## src/rtl/boot_pkg.sv

```systemverilog
// rtl/boot_pkg.sv - shared state encoding and byte-lane constants for the boot controller
package boot_pkg;

  localparam int LANES  = 4;
  localparam int LANE_W = $clog2(LANES);

  typedef enum logic [2:0] {
    ST_IDLE,
    ST_LOAD,
    ST_COMMIT,
    ST_RUN,
    ST_DONE,
    ST_ERROR
  } boot_state_t;

endpackage

```

## src/rtl/byte_packer.sv

```systemverilog
// rtl/byte_packer.sv - assembles little-endian 32-bit words from a byte stream
module byte_packer
  import boot_pkg::*;
(
  input  logic              clk,
  input  logic              rst_n,
  input  logic              clear,
  input  logic              accept,
  input  logic [7:0]        byte_data,
  output logic [LANE_W-1:0] lane,
  output logic [31:0]       word
);

  logic [23:0] low_q;

  // Lane counter plus the three low bytes of the word in progress; the top
  // byte is taken straight from the input on the lane-3 transfer.
  always_ff @(posedge clk or negedge rst_n) begin
    if (!rst_n) begin
      lane  <= '0;
      low_q <= '0;
    end else if (clear) begin
      lane  <= '0;
      low_q <= '0;
    end else if (accept) begin
      case (lane)
        2'd0:    low_q[7:0]   <= byte_data;
        2'd1:    low_q[15:8]  <= byte_data;
        2'd2:    low_q[23:16] <= byte_data;
        default: ;
      endcase
      lane <= lane + 1'b1;
    end
  end

  assign word = {byte_data, low_q};

endmodule

```

## src/rtl/imem_boot_ctrl.sv

```systemverilog
// rtl/imem_boot_ctrl.sv - loads a program into instruction memory, then runs the CPU for a cycle budget
module imem_boot_ctrl
  import boot_pkg::*;
#(
  parameter int IMEM_BYTES = 1024
) (
  input  logic        clk,
  input  logic        rst_n,
  input  logic        start,
  input  logic [15:0] cycle_budget,
  input  logic        byte_valid,
  input  logic [7:0]  byte_data,
  input  logic        byte_last,
  output logic        byte_ready,
  output logic        imem_we,
  output logic [31:0] imem_addr,
  output logic [31:0] imem_wdata,
  output logic        cpu_reset,
  output logic        cpu_clk_en,
  output logic [15:0] cycles_run,
  output logic        busy,
  output logic        done,
  output logic        error
);

  boot_state_t       state;
  logic [31:0]       word_addr;
  logic [15:0]       budget_q;
  logic [LANE_W-1:0] lane;
  logic [31:0]       packed_word;
  logic              accept;
  logic              start_ok;
  logic              overflow;
  logic              lane_full;

  assign accept    = byte_valid && byte_ready;
  assign start_ok  = start && (state == ST_IDLE || state == ST_DONE || state == ST_ERROR);
  assign overflow  = (word_addr == 32'(IMEM_BYTES));
  assign lane_full = (lane == LANE_W'(LANES - 1));

  byte_packer u_packer (
    .clk       (clk),
    .rst_n     (rst_n),
    .clear     (start_ok),
    .accept    (accept),
    .byte_data (byte_data),
    .lane      (lane),
    .word      (packed_word)
  );

  // Sequencer: load words, commit the last one, run the CPU, then park.
  always_ff @(posedge clk or negedge rst_n) begin
    if (!rst_n) begin
      state      <= ST_IDLE;
      word_addr  <= '0;
      budget_q   <= '0;
      cycles_run <= '0;
      imem_we    <= 1'b0;
      imem_addr  <= '0;
      imem_wdata <= '0;
    end else begin
      imem_we <= 1'b0;
      case (state)
        ST_IDLE, ST_DONE, ST_ERROR: begin
          if (start) begin
            state      <= ST_LOAD;
            word_addr  <= '0;
            cycles_run <= '0;
            budget_q   <= cycle_budget;
          end
        end
        ST_LOAD: begin
          if (accept) begin
            if (overflow) begin
              state <= ST_ERROR;
            end else if (lane_full) begin
              imem_we    <= 1'b1;
              imem_addr  <= word_addr;
              imem_wdata <= packed_word;
              word_addr  <= word_addr + 32'd4;
              if (byte_last) state <= ST_COMMIT;
            end else if (byte_last) begin
              state <= ST_ERROR;
            end
          end
        end
        ST_COMMIT: begin
          state <= (budget_q == 16'd0) ? ST_DONE : ST_RUN;
        end
        ST_RUN: begin
          cycles_run <= cycles_run + 16'd1;
          if ((cycles_run + 16'd1) == budget_q) state <= ST_DONE;
        end
        default: state <= ST_IDLE;
      endcase
    end
  end

  // Status and CPU controls are pure decodes of the state register.
  assign byte_ready = (state == ST_LOAD);
  assign cpu_clk_en = (state == ST_RUN);
  assign cpu_reset  = (state == ST_IDLE) || (state == ST_LOAD) ||
                      (state == ST_COMMIT) || (state == ST_ERROR);
  assign busy       = (state == ST_LOAD) || (state == ST_COMMIT) || (state == ST_RUN);
  assign done       = (state == ST_DONE);
  assign error      = (state == ST_ERROR);

endmodule

```

## config.mk

```make
export PLATFORM = sky130hd
export DESIGN_NAME = imem_boot_ctrl
export DESIGN_NICKNAME = d
export VERILOG_FILES = /design/src/rtl/boot_pkg.sv /design/src/rtl/byte_packer.sv /design/src/rtl/imem_boot_ctrl.sv
export SDC_FILE = /design/constraint.sdc
export NUM_CORES = 1
export LEC_CHECK = 0
export CORE_MARGIN = 5
export CORE_UTILIZATION = 40
export CTS_CLUSTER_DIAMETER = 120
export DETAILED_ROUTE_END_ITERATION = 8
export PLACE_DENSITY = 0.73
export SYNTH_ARGS = -nofsm -noshare
export SYNTH_HDL_FRONTEND = slang
export SYNTH_SLANG_ARGS = --single-unit
```

## constraint.sdc

```tcl
create_clock -name clk -period 5.61 [get_ports clk]
set_clock_uncertainty 0.2 [all_clocks]
set_input_delay 1.4025 -clock clk [delete_from_list [all_inputs] [get_ports clk]]
set_output_delay 1.4025 -clock clk [all_outputs]
set_load 0.005 [all_outputs]
```

Word level (Yosys, flattened, before mapping)
Cells that the tools add are included.
{"block": "totals", "elab_cells": 85, "regBits": 158}
{"block": "classes", "n_addsub": 3, "eq_ne": 16, "n_reduce_logical": 27, "bitwise": 1, "n_mux": 27}
{"op": "$mux W32", "count": 4}
{"op": "$pmux W32 S2", "count": 1}
{"op": "$mux W24", "count": 2}
{"op": "$add A32 B3 Y32 const B", "count": 1}
{"op": "$eq A32 B11 Y1 const B", "count": 1}
{"op": "$pmux W16 S2", "count": 1}
{"op": "$mux W3", "count": 8}
{"op": "$mux W8", "count": 3}
{"op": "$add A16 B1 Y16 const B", "count": 1}
{"op": "$eq A16 B16 Y1", "count": 1}
{"op": "$logic_not A16 Y1", "count": 1}
{"op": "$mux W16", "count": 1}
{"op": "$pmux W3 S4", "count": 1}
{"op": "$reduce_bool A2 Y1", "count": 6}
{"op": "$reduce_and A2 Y1", "count": 5}
{"op": "$reduce_and A4 Y1", "count": 2}
{"op": "$logic_or A1 B1 Y1", "count": 7}
{"op": "$eq A3 B2 Y1 const B", "count": 2}
{"op": "$eq A3 B3 Y1 const B", "count": 2}
{"op": "$ne A2 B1 Y1 const B", "count": 3}
{"op": "$reduce_and A5 Y1", "count": 1}
{"op": "$eq A2 B2 Y1 const B", "count": 2}
{"op": "$mux W1", "count": 4}
{"op": "$mux W2", "count": 2}
{"op": "10 further kinds", "count": 12}

Longest topological paths before layout
{"block": "depth", "word_depth": 6, "depth_mapped": 11, "ltp_nobuf": 9}

Modules after synthesis
From an unflattened synthesis, not the netlist that was laid out.
{"block": "hier_totals", "hier_cells": 780, "hier_area_um2": 7512.2}
{"mod": "imem_boot_ctrl", "cells_per_inst": 670, "instances": 1, "area_per_inst_um2": 6212.2, "seq_area_each_um2": 3203.1}
{"mod": "byte_packer", "cells_per_inst": 110, "instances": 1, "area_per_inst_um2": 1300.0, "seq_area_each_um2": 650.6}

Worst setup path after synthesis
No wires, ideal clock.
{"block": "synth_timing", "kind": "input -> register", "start": "in byte_valid", "end": "reg word_addr[31]", "cell_stages": 6, "t_required_ps": 5332, "setup_ps": 78, "setup_slack_ps": 2589, "arrival_time_ps": 2743, "cell_sequence": "nand2_1 > a2111o_1 > a21oi_4 > nand2_2 > or4_1 > a21oi_1"}
{"block": "synth_between", "elab_chain_cells": 3}
{"element": "start, declared", "line": "imem_boot_ctrl.sv:11", "rtl": "input logic byte_valid,"}
{"element": "$logic_and A1 B1 Y1", "line": "imem_boot_ctrl.sv:36", "rtl": "assign accept = byte_valid && byte_ready;"}
{"element": "$ne A2 B1 Y1 (no source line)"}
{"element": "$reduce_and A5 Y1 (no source line)"}
{"element": "end signal, assigned", "line": "imem_boot_ctrl.sv:80", "rtl": "word_addr <= word_addr + 32'd4;"}
{"element": "end, declared", "line": "imem_boot_ctrl.sv:27", "rtl": "logic [31:0] word_addr;"}
Every way passes these cells.
A chain may end at the register's enable or synchronous reset.

Worst setup path after layout
{"block": "layout_timing", "start": "reg state[1]", "end": "out cpu_clk_en"}
{"block": "layout_between", "elab_chain_cells": 1}
{"element": "start, declared", "line": "imem_boot_ctrl.sv:26", "rtl": "boot_state_t state;"}
{"element": "start signal, assigned", "line": "imem_boot_ctrl.sv:88", "rtl": "state <= (budget_q == 16'd0) ? ST_DONE : ST_RUN;"}
{"element": "$eq A3 B2 Y1", "line": "imem_boot_ctrl.sv:101", "rtl": "assign cpu_clk_en = (state == ST_RUN);"}
{"element": "end, declared", "line": "imem_boot_ctrl.sv:19", "rtl": "output logic cpu_clk_en,"}
Every way passes these cells.

==> impl_metrics.prom <==
# TYPE chip_impl_metric gauge
chip_impl_metric{name="synth_top_area_share",unit=""} 0.531
chip_impl_metric{name="ys.warnings.count",unit=""} 0
chip_impl_metric{name="cts.clk_slew.worst_paths",unit="ns"} 0.06
chip_impl_metric{name="drt-total-wl",unit="mm"} 17.5
chip_impl_metric{name="finalNetCount",unit=""} 869
chip_impl_metric{name="clock_latency",unit="ns"} 0.43
chip_impl_metric{name="power.density",unit="nW/um^2"} 405
chip_impl_metric{name="post_synth_instance_area",unit="um^2"} 7250
chip_impl_metric{name="die_area",unit="um^2"} 20900
chip_impl_metric{name="layout-drive-gt1-share",unit=""} 0.109
chip_impl_metric{name="viasPerCell",unit=""} 5.33
chip_impl_metric{name="min_period",unit="ns"} 4.45
chip_impl_metric{name="antenna_violating_nets_post_route",unit=""} 0
chip_impl_metric{name="synth_async_sr_flop_share",unit=""} 1.00
chip_impl_metric{name="cts_hold_buffers",unit=""} 0
chip_impl_metric{name="die-width",unit="um"} 145
chip_impl_metric{name="synth-edff-count",unit=""} 0
chip_impl_metric{name="ctsLongestPathBuffers",unit=""} 2
chip_impl_info{name="path_class",value="reg2out"} 1
chip_impl_metric{name="post_cts_resized",unit=""} 0
chip_impl_metric{name="setup_tns",unit="ns"} 0
chip_impl_metric{name="timing_hold_violations_final",unit=""} 0
chip_impl_metric{name="boundaryPins",unit=""} 116
chip_impl_metric{name="final-setup-viol-count",unit=""} 0
chip_impl_metric{name="grt_pass1_vias",unit=""} 5570
chip_impl_metric{name="detailedRoute.firstPassIterationCount",unit=""} 5
chip_impl_metric{name="route.detailed.drc",unit=""} 0
chip_impl_metric{name="drv_slew",unit=""} 0
chip_impl_metric{name="drt-initial-drc-count",unit=""} 425
chip_impl_info{name="outcome",value="finished, final reports clean"} 1
chip_impl_metric{name="flow.area_growth_from_synthesis",unit="%"} 26.0
chip_impl_info{name="cts.root.buffer_cell",value="clkbuf_16"} 1
chip_impl_metric{name="max-cap-violations",unit=""} 0
chip_impl_metric{name="fin_hold_ws",unit="ns"} 0.270
chip_impl_info{name="synthTopCellsByArea",value="dfrtp_1 (53%), nand2_1 (8.1%), mux2_2 (6.7%)"} 1
chip_impl_metric{name="portion_of_the_clock_cycle_consumed_by_the_worst_path_in_the_final_layout",unit=""} 0.794
chip_impl_metric{name="insertedDiodeCount",unit=""} 0
chip_impl_metric{name="postSynthCellCount",unit=""} 739
chip_impl_metric{name="maximum_fanout_along_the_worst_path",unit=""} 21
chip_impl_metric{name="cts_htree_levels",unit=""} 4
chip_impl_info{name="cp-start-kind",value="flop"} 1
chip_impl_info{name="hold_path_class",value="reg2reg"} 1
chip_impl_metric{name="postSynthAreaPerCell",unit="um^2"} 9.82
chip_impl_metric{name="synth_sequential_area_ratio",unit=""} 0.531
chip_impl_metric{name="initial_antenna_violation_count",unit=""} 0
chip_impl_metric{name="crit_arrival",unit="ns"} 2.85
chip_impl_info{name="worst_setup_path_end_kind",value="primary output"} 1
chip_impl_metric{name="global_route.overflow_total",unit=""} 0
chip_impl_info{name="rsz_0062_raised_after_global_routing",value="no"} 1
chip_impl_metric{name="tritoncts.num_buffers",unit=""} 17
chip_impl_metric{name="wire_length_of_the_first_global_routing_pass",unit="mm"} 28.7
chip_impl_metric{name="floorplan.core_area",unit="um^2"} 17900
chip_impl_metric{name="power.static_leakage",unit="nW"} 4.13
chip_impl_metric{name="grt_start_max_net_pins",unit=""} 100
chip_impl_info{name="synth_top_cell_by_area",value="dfrtp_1"} 1
chip_impl_metric{name="critical_path_required",unit="ns"} 4.01
chip_impl_metric{name="yosys.cell_types.count",unit=""} 52
chip_impl_metric{name="die_height",unit="um"} 145
chip_impl_metric{name="placementRows",unit=""} 49
chip_impl_metric{name="routed_wire_length_per_instance",unit="um"} 16.3
chip_impl_metric{name="worstMarginPinSlew",unit="ns"} 1.03
chip_impl_metric{name="dpl.hpwl",unit="mm"} 11.8
chip_impl_info{name="layout_commonest_cell",value="nand2_1"} 1
chip_impl_metric{name="post_cts_setup_buffer_count",unit=""} 0
chip_impl_info{name="yosys_most_used_dff",value="dfrtp_1"} 1
chip_impl_metric{name="postSynthRegisterBits",unit=""} 154
chip_impl_metric{name="track_usage",unit=""} 0.173
chip_impl_metric{name="initial_core_util",unit=""} 0.405
chip_impl_metric{name="buffer_ports.inserted",unit=""} 113
chip_impl_metric{name="timing.slew.headroom",unit=""} 0.313
chip_impl_metric{name="fmax",unit="GHz"} 0.225
chip_impl_metric{name="global_placement_routability_congestion",unit=""} 0.868
chip_impl_metric{name="cts_num_sinks",unit=""} 154
chip_impl_info{name="tritoncts",value="done"} 1
chip_impl_metric{name="via_count",unit=""} 5730
chip_impl_metric{name="irDropWorstVdd",unit="mV"} 0.211
chip_impl_info{name="layout.cells.most_common_list",value="nand2_1 (156), dfrtp_1 (154), clkdlybuf4s50_1 (112), nor2_1 (50), nand3_1 (45)"} 1
## path summary, 6_finish.rpt
| check | from | endpoint | slack (ns) | cells after the start |
|---|---|---|---|---|
| min in group asynchronous | rst_n | word_addr[8] | 0.88 | 1 |
| worst min-delay path | u_packer.low_q[17] | imem_wdata[17] | 0.27 | 2 |
| worst max-delay path | state[1] | cpu_clk_en | 1.16 | 3 |
| worst max register to register | word_addr[2] | imem_addr[6] | 2.20 | 8 |
| worst min register to register | u_packer.low_q[17] | imem_wdata[17] | 0.27 | 2 |
| max in group asynchronous | rst_n | imem_wdata[11] | 3.39 | 2 |
## cells in the mapped netlist, types with 9 or more instances
| master | number |
|---|---|
| inv_1 | 11 |
| nand2_1 | 156 |
| and3_1 | 9 |
| nor2_1 | 51 |
| o21ai_0 | 32 |
| xnor2_1 | 14 |
| xor2_1 | 29 |
| clkbuf_1 | 23 |
| a21oi_1 | 33 |
| buf_2 | 16 |
| nand4_1 | 16 |
| nand3_1 | 45 |
| mux2_2 | 43 |
| nor4_1 | 11 |
| dfrtp_1 | 154 |
## sequential cells by signal (all words and copies together) (netlist names)
name / cells
state: 3
budget_q: 16
imem_addr: 30
u_packer.low_q: 24
u_packer.lane: 2
imem_we: 1
imem_wdata: 32
word_addr: 30
cycles_run: 16
## kinds of logic (layout without fill, tap and decap cells)
group                    count (synthesis)  in the layout  share of synthesized area
AO/OA/AOI/OAI                          102            102                     0.0874
XOR/XNOR                                43             43                     0.0519
adder cells (fa/ha/maj)                  7              7                     0.0121
buffers and inverters                   57            163                     0.0333
flip-flops                             154            154                      0.531
multiplexers                            49             49                     0.0750
other                                    1              2                   0.000517
AND/OR/NAND/NOR                        326            326                      0.209
## cell type report
type | count | area, um^2
well taps | 229 | 287
clock inverters | 13 | 165
clock buffers | 19 | 443
multi-input cells | 529 | 3170
inverters | 12 | 45.0
fillers | 1667 | 8760
flip-flops and latches | 154 | 3850
repair buffers | 119 | 1180
## layer usage
metal	up-vias	wire, um	track usage
li1	2734	-	-
met1	2802	7930	0.240
met2	163	8290	0.265
met3	31	884	0.0378
met4	0	404	0.0712
met5	-	0	0
## through the flow
step	setup slack (ns)	util	total power (W)	area, um^2	std cells
6_report	1.16	0.511	0.00370	9140	1075
5_1_grt	0.989	0.511	0.00391	9140	1075
4_1_cts	1.17	0.511	0.00374	9140	1075
3_5_place_dp	1.51	0.477	0.00253	8540	1043
3_3_place_gp	1.55	0.477	0.00250	8540	1043
2_1_floorplan	2.59	-	0.00209	7260	740
## report_power, final
| group | switching, W | leakage (nW) | internal (W) |
|---|---|---|---|
| Combinational | 0.000518 | 1.75 | 0.000466 |
| Sequential | 0.000195 | 2.08 | 0.00133 |
| Clock | 0.000480 | 0.298 | 0.000715 |
## worst max-delay path, stage by stage (launching register included)
cell	delay (ns)
dfrtp_1	0.66
nand2_1	0.58
inv_1	0.57
clkdlybuf4s50_1	0.60
Note: power is estimated with default switching activity, not from simulation.
